===== src/rtl/jtag_chan_bank.sv =====
// jtag_chan_bank: serial JTAG data-register to NUM_CH parallel channel bridge.
// A frame {WR, ADDR, DATA} is shifted in LSB first; update writes the addressed
// channel (WR=1) and always selects that channel for the next capture.
module jtag_chan_bank #(
  parameter int NUM_CH  = 15,
  parameter int DATA_W  = 32,
  parameter int ADDR_W  = 4,
  parameter int RB_MODE = 0
) (
  input  logic                     iCLK,
  input  logic                     iRST_N,
  input  logic                     iTDI,
  input  logic                     iSHIFT,
  input  logic                     iCAPTURE,
  input  logic                     iUPDATE,
  output logic                     oTDO,
  input  logic [NUM_CH*DATA_W-1:0] iREAD,
  output logic [NUM_CH*DATA_W-1:0] oWRITE,
  output logic [NUM_CH-1:0]        oWRITE_STB,
  output logic                     oERR
);

  localparam int FRAME_W = 1 + ADDR_W + DATA_W;
  localparam int CNT_W   = $clog2(FRAME_W + 2);
  localparam int AXW     = ADDR_W + 1;
  localparam logic [CNT_W-1:0] CNT_FULL = CNT_W'(FRAME_W);
  localparam logic [CNT_W-1:0] CNT_SAT  = CNT_W'(FRAME_W + 1);
  // Channel count widened by one bit so NUM_CH == 2**ADDR_W still compares correctly.
  localparam logic [AXW-1:0]   NUM_CH_X = AXW'(NUM_CH);

  typedef enum logic [1:0] {
    S_IDLE = 2'd0,
    S_CAPT = 2'd1,
    S_SHFT = 2'd2,
    S_UPD  = 2'd3
  } state_t;

  state_t                     state_q, state_d;
  logic [FRAME_W-1:0]         sr_q, sr_d;
  logic [CNT_W-1:0]           cnt_q, cnt_d;
  logic [ADDR_W-1:0]          sel_q, sel_d;
  logic [NUM_CH*DATA_W-1:0]   write_q, write_d;
  logic [NUM_CH-1:0]          stb_q, stb_d;
  logic                       err_q, err_d;

  logic                       f_wr;
  logic [ADDR_W-1:0]          f_addr;
  logic [DATA_W-1:0]          f_data;
  logic                       addr_ok;
  logic                       frame_ok;
  logic                       conflict;
  logic [DATA_W-1:0]          rb_word;

  // Decode the shifted frame, detect strobe collisions and pick the readback word.
  always_comb begin
    f_data   = sr_q[DATA_W-1:0];
    f_addr   = sr_q[DATA_W +: ADDR_W];
    f_wr     = sr_q[FRAME_W-1];
    addr_ok  = ({1'b0, f_addr} < NUM_CH_X);
    frame_ok = (cnt_q == CNT_FULL) && !(f_wr && !addr_ok);
    conflict = (iUPDATE & iCAPTURE) | (iUPDATE & iSHIFT) | (iCAPTURE & iSHIFT);
    // An out-of-range selection matches no channel and reads back as zero.
    rb_word  = '0;
    for (int k = 0; k < NUM_CH; k++) begin
      if (sel_q == ADDR_W'(k)) begin
        if (RB_MODE != 0) rb_word = write_q[k*DATA_W +: DATA_W];
        else              rb_word = iREAD[k*DATA_W +: DATA_W];
      end
    end
  end

  // Tap-style state tracking; strobe priority is UPDATE > CAPTURE > SHIFT.
  always_comb begin
    state_d = state_q;
    case (state_q)
      S_IDLE: begin
        if (iCAPTURE && !iUPDATE) state_d = S_CAPT;
      end
      S_CAPT: begin
        if (iUPDATE)       state_d = S_UPD;
        else if (iCAPTURE) state_d = S_CAPT;
        else if (iSHIFT)   state_d = S_SHFT;
        else               state_d = S_IDLE;
      end
      S_SHFT: begin
        if (iUPDATE)       state_d = S_UPD;
        else if (iCAPTURE) state_d = S_CAPT;
        else               state_d = S_SHFT;
      end
      S_UPD: begin
        state_d = S_IDLE;
      end
      default: state_d = S_IDLE;
    endcase
  end

  // Capture / shift / update actions; the strobe vector is a one-cycle pulse.
  always_comb begin
    sr_d    = sr_q;
    cnt_d   = cnt_q;
    sel_d   = sel_q;
    write_d = write_q;
    stb_d   = '0;
    err_d   = err_q;
    if (iUPDATE) begin
      if (frame_ok) begin
        sel_d = f_addr;
        if (f_wr) begin
          for (int k = 0; k < NUM_CH; k++) begin
            if (f_addr == ADDR_W'(k)) begin
              write_d[k*DATA_W +: DATA_W] = f_data;
              stb_d[k]                    = 1'b1;
            end
          end
        end
      end else begin
        err_d = 1'b1;
      end
    end else if (iCAPTURE) begin
      // Error is reported in the captured frame once, then cleared.
      sr_d  = {err_q, sel_q, rb_word};
      cnt_d = '0;
      err_d = 1'b0;
    end else if (iSHIFT) begin
      sr_d = {iTDI, sr_q[FRAME_W-1:1]};
      // Saturating one past a full frame keeps over-long frames invalid.
      if (cnt_q != CNT_SAT) cnt_d = cnt_q + 1'b1;
    end
    if (conflict) err_d = 1'b1;
  end

  // State and datapath registers, all cleared by the asynchronous reset.
  always_ff @(posedge iCLK or negedge iRST_N) begin
    if (!iRST_N) begin
      state_q <= S_IDLE;
      sr_q    <= '0;
      cnt_q   <= '0;
      sel_q   <= '0;
      write_q <= '0;
      stb_q   <= '0;
      err_q   <= 1'b0;
    end else begin
      state_q <= state_d;
      sr_q    <= sr_d;
      cnt_q   <= cnt_d;
      sel_q   <= sel_d;
      write_q <= write_d;
      stb_q   <= stb_d;
      err_q   <= err_d;
    end
  end

  assign oTDO       = sr_q[0];
  assign oWRITE     = write_q;
  assign oWRITE_STB = stb_q;
  assign oERR       = err_q;

endmodule

===== config.mk =====
export PLATFORM = sky130hd
export DESIGN_NAME = jtag_chan_bank
export DESIGN_NICKNAME = d
export VERILOG_FILES = /design/src/rtl/jtag_chan_bank.sv
export SDC_FILE = /design/constraint.sdc
export NUM_CORES = 1
export LEC_CHECK = 0
export CORE_AREA = 2 2 388 390
export DETAILED_ROUTE_END_ITERATION = 10
export DIE_AREA = 0 0 390 392
export HOLD_SLACK_MARGIN = 0.15
export RECOVER_POWER = 50
export SETUP_SLACK_MARGIN = 0.05
export SYNTH_ARGS = -nofsm -noshare
export SYNTH_HDL_FRONTEND = slang
export SYNTH_SLANG_ARGS = --single-unit

===== constraint.sdc =====
create_clock -name iCLK -period 2.1 [get_ports iCLK]
set_input_delay 0.42 -clock iCLK [delete_from_list [all_inputs] [get_ports iCLK]]
set_output_delay 0.42 -clock iCLK [all_outputs]
set_load 0.01 [all_outputs]

Word level (Yosys, flattened, before mapping)
Index checks and enable logic that the tools add are counted.

cells by class
  bitwise operators = 6
  reductions and logical operators = 28
  add/sub/neg operators = 1
  eq/ne operators = 31
  $lt $le $gt $ge = 1
  mux-type cells = 42

operators by type and width
  kind                   number
  $mux W32               15
  $mux W37               2
  $reduce_and A4 Y1      15
  $eq A4 B4 Y1 const B   14
  $mux W15               3
  $eq A4 B3 Y1 const B   8
  $mux W1                19
  $mux W6                3
  $eq A4 B2 Y1 const B   4
  $eq A4 B1 Y1 const B   2
  $logic_not A4 Y1       2
  $add A6 B1 Y6 const B  1
  $eq A6 B6 Y1 const B   1
  $ne A6 B6 Y1 const B   1
  $reduce_and A2 Y1      3
  $lt A4 B4 Y1 const B   1
  $reduce_bool A2 Y1     2
  $and A1 B1 Y1          3
  $ne A3 B2 Y1 const B   1
  $reduce_and A3 Y1      1
  $reduce_bool A3 Y1     1
  $logic_and A1 B1 Y1    2
  $logic_not A1 Y1       2
  $or A1 B1 Y1           2
  $not A1 Y1             1

word-level totals
  register bits = 543
  output and inout bits = 497

Longest topological paths before layout
  depth after elaboration = 17
  mapped depth = 9
  mapped depth without buffers = 6

Worst setup path before layout
No wires, ideal clock.

  path type = reg-to-reg
  from = register cnt_q[3]
  to = register write_q[162], in the netlist oWRITE[162]
  data arrival time = 1,983 ps
  period minus slack after synthesis = 2,107 ps
  stages on the path, launching flop included = 7
  buffers on the path = 1
  required time = 1,975 ps
  slack = -7 ps
  setup time = 125 ps
  cells stage by stage = dfrtp_1 > and3b_2 > and4b_1 > nand4_1 > nor3_2 > buf_6 > mux2_2

on the way
  cells in the longest elaborated chain, start to end = 3

ends and longest elaborated chain
  what                                line  source
  from (decl)                         40    logic [CNT_W-1:0] cnt_q, cnt_d;
  from (signal assigned)              145   cnt_q <= cnt_d;
  $eq A6 B6 Y1                        60    frame_ok = (cnt_q == CNT_FULL) && !(f_wr && !addr_ok);
  $logic_and A1 B1 Y1                 60
  $reduce_and A4 Y1 (no source line)  --
  to (signal assigned)                147   write_q <= write_d;
  to (decl)                           42    logic [NUM_CH*DATA_W-1:0] write_q, write_d;

Every way passes these cells.
A chain may end at the register's enable or synchronous reset.

Worst setup path in the final report
  from = register cnt_q[3]
  to = register write_q[427], in the netlist oWRITE[427]

Same word-level chain as after synthesis.

==> summary.md <==
| Metric | Value |
|---|---|
| Worst hold path startpoint | iCAPTURE |
| Final hold vios | 0 |
| Ys flop type | dfrtp_1 |
| Count of TritonRoute iterations in the first routing pass | 5 |
| CP Launch Type | flop |
| CP Max Fanout | 6 |
| Slowest CP cell | dfrtp_1 |
| GPL Wtd Cong | 0.955 |
| Crit path cell chain | and3b_2, buf_6, nand4b_4, buf_6, buf_6, nor4_4, buf_6, buf_12, buf_16, mux2_4 |
| Multi-input logic area | 12,900 sq um |
| Placed Area | 40,600 sq um |
| Share of cells above drive strength 1 | 36.1% |
| Row Count | 142 |
| First-pass GRT wire length | 218,000 microns |
| Post-route minimum period | 2.34 ns |
| Compound-cell area share of the yosys netlist | 10.9% |
| Initial Util | 17.4% |
| Starting DRC count in detailed routing | 1,765 |
| Core area | 149,000 sq um |
| Max Freq | 427 MHz |
| GRT overflow | 0 |
| YS warnings | 0 |
| Worst-path clk slew | 0.06 ns |
| DR vias/cell | 4.54 |
| Post-route cell area | 46,300 sq um |
| Synth-to-Final Area Change | 79.3% |
| Worst path max stage delay | 0.37 ns |
| Sw frac | 27.2% |
| CTS tree | yes |
| Synth Area in Simple Gates | 7.25% |
| WL/cell | 30.8 microns |
| Fin cells | 5,455 |
| I/O Buffers | 982 |
| Total power draw | 25.6 mW |
| FFs w/ async S/R, synth | 100% |
| Post-synth top area cell | dfrtp_1 |
| Worst min-delay path class | in2reg |
| Slew margin rel. | -2.76% |
| CTS Root Buffer Type | clkbuf_16 |
| Final setup fails | 499 |
| WP data arrival | 2.87 ns |
| Worst Tran Pin Value | 1.54 ns |
| Die height | 392 microns |
| Worst Path Class, Setup | reg2reg |
| Total Wirelength | 168,000 microns |
| Int Power | 18.6 mW |
| Min setup slack post-route | -0.243 ns |
| Final Max Tran Viols | 34 |
| Layout Skew | 0.0506 ns |
| Largest family of logic cells by synthesized area | multiplexers |
| Num CTS Buffers | 61 |
| Maximum VDD drop | 670 uV |
| Comb pwr share | 14.0% |
| Placed cells | 5,185 |
| P_leak | 19.9 nW |
| I/O Pins | 983 |
| Top-count cell post-synth | dfrtp_1 |
| Required time of the critical path | 2.63 ns |
| Sw power | 6.98 mW |
| #FFs+latches synth | 543 |
| Syn_area_per_cell | 12.1 sq um |
| Fillers | 15,100 |
| Reg area | 13,600 sq um |
| H-tree Lvls | 2 |
| Max_cap viols | 1 |
| Die W | 390 microns |
| Initial antenna violation count | 77 |
| Multiplexer share of the synthesized area | 25.3% |
| CTS Sinks | 543 |
| EDFF count, synth | 0 |
| Crit. End Element | flop |
| Part of the power in the clock network | 43.9% |
| Most numerous cell on the critical path | buf_6 |
| Clk buf depth | 3 |
| Nets@finish | 3,915 |
| Share of total power in sequential cells | 42.1% |
| PD cells | 553 nW/um^2 |
| Total die area | 153,000 sq um |
| Cell variety after synth | 72 |
| Failing checks | max-capacitance violations, max-slew violations, negative setup slack |
| DP HPWL | 124,000 microns |
| RSZ-0062 raised after global routing | yes |
| Antenna-violating nets left | 0 |
| Sequential share of the synthesized area | 52.6% |
| Top post-synthesis cells by area | dfrtp_1, mux2_2, mux2i_1 |
| Yosys top cell area share | 52.6% |
| CP startpoint | cnt_q[3]$_DFFE_PN0P_ |
| Vias in the first global route | 25,200 |
| Hold_ws | 0.455 ns |
| FF-to-FF Start | cnt_q[3]$_DFFE_PN0P_ |
| Adder-Cell Fraction of Synth Area | 0.145% |
| Netlist Area Pre-Place | 25,800 sq um |
| Largest net degree at the start of global routing | 72 |
| Tot GR Track Use | 20.6% |
| Status | finished with violations |
| DRC Markers | 0 |
| Post-synth net total | 2,625 |
| Part of the cycle the worst path needs | 112% |
| Synth top cells by count | dfrtp_1, mux2_2, clkbuf_1 |
| Synth Area in XOR/XNOR | 0.0678% |
| Clk_lat worst skew | 0.67 ns |
| Synth Instances | 2,136 |
| Detailed-route via count | 24,800 |
==> worst max-delay path, delay by kind of cell (launching register included) <==
kind | cells | cell delay, ns
mux | 1 | 0.31
buf+inv | 6 | 0.84
flops | 1 | 0.37
simple gates | 3 | 0.70
==> cells by family (layout without fill, tap and decap cells) <==
| kind of cell | Yosys count | count (layout) |
|---|---|---|
| simple gates | 361 | 361 |
| xor+xnor | 2 | 2 |
| other cells | 0 | 35 |
| fa+ha+maj | 3 | 3 |
| mux | 579 | 579 |
| compound gates | 418 | 418 |
| buf+inv | 230 | 1570 |
| flops | 543 | 543 |
==> per-stage QoR <==
stage | setup WS (ns) | util [%] | setup TNS (ns)
final | -0.243 | 31.1 | -52.69
after floorplan | 0.0293 | - | 0
after detailed placement | -0.848 | 27.2 | -239.27
after global placement | -0.843 | 27.2 | -243.01
after global routing | -0.335 | 31.1 | -101.05
after CTS | -0.278 | 30.2 | -65.98
==> per-layer routing <==
layer | track usage [%] | wire [microns] | up-vias
li1 | - | - | 10500
met2 | 35.1 | 82700 | 1199
met5 | 0 | 101 | -
met1 | 24.4 | 66300 | 12700
met4 | 9.22 | 7290 | 14
met3 | 4.97 | 11900 | 317
==> state kept, by name (all words and copies together) (netlist names) <==
register,flops
oWRITE,480
sr_q,37
cnt_q,6
sel_q,4
oERR,1
oWRITE_STB,15
==> repair_timing <==
action / 4_1_cts / 5_1_grt
pin swaps: 70 / 66
setup buffers: 63 / 36
hold buffers: 1 / 0
endpoints found under the hold margin: 176 / 0
resized for setup: 262 / 249
endpoints found under the setup margin: 624 / 719
gates cloned: 24 / 12
==> path summary, 6_finish.rpt <==
kind / endpoint / slack, ns / cells past startpoint
min in group asynchronous: oWRITE_STB[11]$_DFF_PN0_ / 0.73 / 2
min reg2reg: oWRITE[418]$_DFFE_PN0P_ / 0.50 / 1
max: oWRITE[427]$_DFFE_PN0P_ / -0.24 / 10
min: cnt_q[5]$_DFFE_PN0P_ / 0.45 / 4
max reg2reg: oWRITE[427]$_DFFE_PN0P_ / -0.24 / 10
max in group asynchronous: sel_q[2]$_DFFE_PN0P_ / 0.05 / 3
==> power by group through the flow <==
stage | Sequential [mW] | Clock (mW) | Combinational (mW)
5_1_grt | 10.8 | 11.9 | 3.79
2_1_floorplan | 10.9 | 0 | 0.881
4_1_cts | 10.8 | 11.5 | 3.54
3_3_place_gp | 11.0 | 0 | 3.44
3_5_place_dp | 11.0 | 0 | 3.44
6_report | 10.8 | 11.2 | 3.57
==> area by class of cell <==
type / count / share of cell area (%)
flip-flops and latches: 543 / 29.4
clock buffers: 88 / 3.76
repair buffers: 1430 / 32.6
multi-input cells: 1363 / 27.9
diodes: 35 / 0.189
well taps: 1944 / 5.25
inverters: 27 / 0.232
clock inverters: 25 / 0.740
==> placed cells by master, fill, tap and decap left out, drive strengths merged, types with 8 or more instances in the layout <==
cell type,Yosys,routed
o211ai,8,8
o22ai,42,42
nand2,87,87
nand2b,20,20
a31o,11,11
clkbuf,104,105
diode,0,35
clkdlybuf4s50,0,972
o21ai,95,95
o22a,8,8
mux2i,69,69
nor2b,28,28
a221oi,12,12
dfrtp,543,543
a21oi,80,80
a22oi,36,36
o32a,10,10
clkinv,2,16
o221ai,24,24
and3,13,13
nor2,76,76
nand3,29,29
dlygate4sd2,0,8
mux4,8,8
o2111ai,9,9
or2,12,12
a31oi,20,20
a221o,9,9
nor4,14,14
inv,25,26
mux2,502,502
nand4,15,15
nor3,39,39
buf,99,431
No activity file was read; power rests on OpenSTA's default activity.
